File: config.mk
export PLATFORM = sky130hd
export DESIGN_NAME = fetch_stage
export DESIGN_NICKNAME = d
export VERILOG_FILES = /design/src/rtl/fetch_stage.sv
export SDC_FILE = /design/constraint.sdc
export NUM_CORES = 1
export LEC_CHECK = 0
export ABC_AREA = 1
export BUFFER_PORTS_ARGS = -buffer_cell sky130_fd_sc_hd__buf_2
export CAP_MARGIN = 25
export CORE_AREA = 2 2 103 105
export DETAILED_ROUTE_END_ITERATION = 7
export DIE_AREA = 0 0 105 107
export GPL_TIMING_DRIVEN = 0
export PLACE_DENSITY_LB_ADDON = 0.3
export SLEW_MARGIN = 20
export SYNTH_ARGS = -nofsm -noshare
export SYNTH_HDL_FRONTEND = slang
export SYNTH_SLANG_ARGS = --single-unit
File: constraint.sdc
create_clock -name clk -period 2.6 [get_ports clk]
set_clock_uncertainty 0.05 [all_clocks]
set_input_delay 0.52 -clock clk [delete_from_list [all_inputs] [get_ports clk]]
set_output_delay 0.52 -clock clk [all_outputs]
set_load 0.02 [all_outputs]
File: src/rtl/fetch_stage.sv
// fetch_stage: program counter, instruction-memory addressing and IF/ID register
module fetch_stage #(
  parameter logic [31:0] RESET_PC   = 32'h0000_0000,
  parameter int          IMEM_BYTES = 2048,
  parameter int          PC_STEP    = 4
) (
  input  logic        clk,
  input  logic        rst_n,
  input  logic        freeze_i,
  input  logic        branch_taken_i,
  input  logic [31:0] branch_addr_i,
  output logic [31:0] imem_addr_o,
  input  logic [31:0] imem_data_i,
  output logic [31:0] id_pc_o,
  output logic [31:0] id_inst_o,
  output logic        id_valid_o,
  output logic        id_fault_o
);
  localparam logic [31:0] LAST_WORD = 32'(IMEM_BYTES - 4);
  logic [31:0] pc;
  logic [31:0] pc_seq;
  logic        fault_c;
  assign imem_addr_o = pc;
  assign pc_seq      = pc + 32'(PC_STEP);
  assign fault_c     = (pc[1:0] != 2'b00) | (pc > LAST_WORD);
  // program counter: branch redirect beats freeze, otherwise step sequentially
  always_ff @(posedge clk or negedge rst_n)
    if (!rst_n) pc <= RESET_PC;
    else pc <= branch_taken_i ? branch_addr_i : freeze_i ? pc : pc_seq;
  // IF/ID register: flush on branch, hold on freeze, else capture the fetched word
  always_ff @(posedge clk or negedge rst_n)
    if (!rst_n) begin
      id_pc_o    <= '0;
      id_inst_o  <= '0;
      id_valid_o <= 1'b0;
      id_fault_o <= 1'b0;
    end else if (branch_taken_i) begin
      id_pc_o    <= '0;
      id_inst_o  <= '0;
      id_valid_o <= 1'b0;
      id_fault_o <= 1'b0;
    end else if (!freeze_i) begin
      id_pc_o    <= pc_seq;
      id_inst_o  <= fault_c ? '0 : imem_data_i;
      id_valid_o <= ~fault_c;
      id_fault_o <= fault_c;
    end
endmodule
==> results.ini <==
[timing]
tns_ns = 0
max-slew-margin-rel_pct = 63.4
period_share_pct = 71.8
fin_ws_ns = 0.732
max_freq_ghz = 0.535
worst_slew_pin_slew_ns = 0.549
hold_violations = 0
drv_slew = 0
finalCriticalPeriod_ns = 1.87
setup_viol = 0
grt_setup_unrepaired = false

[logic_synthesis]
ys_top_cells_by_count = 279 x nand2_1, 98 x dfrtp_1, 81 x nand3_1
yosys_warnings = 0
synth_edf_count = 0
synthesis.nets = 718
syn_inst = 649
ys_top_cells_by_area = dfrtp_1 50%, nand2_1 21%, nand3_1 8.3%
syn-cell-area_mm2 = 0.00490
synth_area_leader_cell = dfrtp_1
syn_area_per_cell_um2 = 7.55
async_flop_share_pct = 100
yosysMostFrequentCell = nand2_1
yosysTopAreaCellShare_pct = 50.0
synth.distinct_cells = 29
ys.flop_type = dfrtp_1
synth_seq_area_share_pct = 50.0
synth_seq_cells = 98

[floorplan]
floorplan.initialDensity_pct = 48.6
coreArea_mm2 = 0.0101
ios = 166
dieWidth_um = 105
rows = 37
die_area_mm2 = 0.0112
die_height_um = 107

[global_routing]
grt_pass1_wl_um = 23100
overflow = 0
grt_usage_pct = 26.1
grt_max_degree = 64
grt_pass1_vias = 4730
antenna_found_initial = 0

[cells_and_area]
final_cells = 967
fin_nets = 895
fillers = 1010
seq_area_mm2 = 0.00245
num_antenna_cells = 0
syn_to_final_growth_pct = 24.8
design_area_mm2 = 0.00612
drive_above_1_share_pct = 26.4
multi_input_area_mm2 = 0.00212
post-route-util_pct = 60.6

[route]
route.detailed.drc = 0
drt_wl_total_um = 14300
first_pass_iters = 5
postRouteAntennaNets = 0
avgViaCountPerCell = 5.01
wl_per_cell_um = 14.8
vias = 4848
drt_iter0_drc = 290

[pwr]
netSwitchingFraction_pct = 32.5
p_leak_uw = 0.00347
power.internal_uw = 2180
power.density_mw_per_mm2 = 528
power_frac_seq_pct = 53.0
peakVddDrop_v = 0.000267
combPwrFrac_pct = 18.3
power_switching_uw = 1050
clkPwrFrac_pct = 28.7

[placement]
numPortBuffers = 164
pre_cts_ws_ns = 0.750
post-place-cells = 950
place_congestion = 0.934
dp_hpwl_um = 11100
placed_area_mm2 = 0.00593

[flow_run]
cap_violations = 0

[setup_path]
crit_fanout = 5
slowest_stage = dfrtp_1
path_cells = ha_1 > nand3_4 > inv_2 > nand2_2 > nor2_4 > nand2_1 > nand3_1 > nand3_1
crit_arrival_ns = 2.07
crit_path_max_incr_delay_ns = 0.47
critPathCaptureType = flip-flop
cp_common_cell = nand3_1
crit_path_start_kind = flip-flop
critPathKind = reg2reg
worstPathRequired_ns = 2.80

[clock_tree]
cts-root-buf = clkbuf_8
cts_tree = done
cts-resized-gates = 0
clk_pin_slew_ns = 0.10
clk_latency_ns = 0.37
cts.sinks = 98
clockBufferDepth = 2
htree_levels = 3
cts_buffers = 9

[hold_path]
hold_class = in2reg

[run_status]
status = complete, no violations

## per-stage QoR
| stage | power (µW) | hold slack (ns) |
|---|---|---|
| final | 3230 | 0.301 |
| after global routing | 3380 | 0.301 |
| after CTS | 3250 | 0.284 |
| after detailed placement | 2330 | 0.397 |
| after global placement | 2310 | 0.399 |
| after floorplan | 2060 | 0.174 |
## logic make-up (layout without fill, tap and decap cells)
logic type / count (synthesis) / in the layout / share of synthesized area (%)
and+or+nand+nor: 435 / 435 / 38.6
adders and majority gates: 1 / 1 / 0.255
AOI/OAI and AO/OA: 38 / 38 / 4.16
xor gates and xnor gates: 1 / 1 / 0.179
buffers and inverters: 76 / 258 / 6.81
DFF: 98 / 98 / 50.0
## sequential cells by signal, summed over array words and instances, names as in the netlist
| register | flops |
|---|---|
| id_fault_o | 1 |
| id_valid_o | 1 |
| imem_addr_o | 32 |
| id_inst_o | 32 |
| id_pc_o | 32 |
## layout make-up
type | count | share of cell area (%)
clock inverter | 5 | 0.614
inverter | 53 | 3.25
tap | 136 | 2.78
sequential | 98 | 40.1
clock buffer | 11 | 2.31
timing repair buffer | 166 | 14.1
buffer | 23 | 2.21
multi-input combinational | 475 | 34.6
## layout by cell type, fill, tap and decap left out, types with 2 or more instances in the layout
master / netlist / final
buf_2: 6 / 169
buf_1: 2 / 2
clkbuf_8: 0 / 10
nor2_4: 9 / 9
dfrtp_1: 98 / 98
nand2_4: 2 / 2
clkbuf_1: 9 / 10
clkinvlp_4: 0 / 2
o21ai_0: 28 / 28
nand2_2: 4 / 4
nand3_1: 81 / 81
buf_6: 5 / 6
inv_2: 2 / 2
nand3_2: 4 / 4
nand4_1: 3 / 3
o21ai_1: 2 / 2
nand2_1: 279 / 279
nor2_2: 4 / 4
a21oi_1: 3 / 3
o211ai_1: 3 / 3
nor2_1: 45 / 45
inv_1: 51 / 51
## worst max-delay path, delay by kind of cell (launching register included)
kind / cells / cell delay, ns
buffers and inverters: 1 / 0.11
flip-flops: 1 / 0.47
AND/OR/NAND/NOR: 6 / 0.75
adder cells (fa/ha/maj): 1 / 0.36
## metal layers
layer  track usage (%)  wire length (µm)  vias up
met4              10.6               347        0
met2              40.2              6480      158
li1                  -                 -     2393
met1              37.2              6720     2267
met3              3.77               722       30
met5                 0                 0        -
## power by group through the flow
stage                     Sequential [µW]  Clock, µW  Combinational [µW]
after CTS                            1710        943                 595
after global routing                 1730        997                 654
final                                1710        927                 590
after detailed placement             1740          0                 592
after floorplan                      1830          0                 230
after global placement               1740          0                 574
## final timing paths
| path | startpoint | to | slack (ns) | cells after the start |
|---|---|---|---|---|
| setup / recovery | imem_addr_o[3] | imem_addr_o[14] | 0.73 | 8 |
| hold / removal | branch_addr_i[1] | imem_addr_o[1] | 0.30 | 3 |
| setup reg to reg | imem_addr_o[3] | imem_addr_o[14] | 0.73 | 8 |
| hold reg to reg | id_pc_o[2] | id_pc_o[2] | 0.43 | 2 |
| max in group asynchronous | rst_n | id_pc_o[31] | 1.33 | 3 |
| min in group asynchronous | rst_n | id_pc_o[18] | 0.54 | 2 |
## repair_timing
| item | CTS | global route |
|---|---|---|
| hold buffers | 1 | 0 |
| setup buffers | 0 | 0 |
| endpoints found under the hold margin | 16 | 0 |
Power figures use the tool's default switching activity.
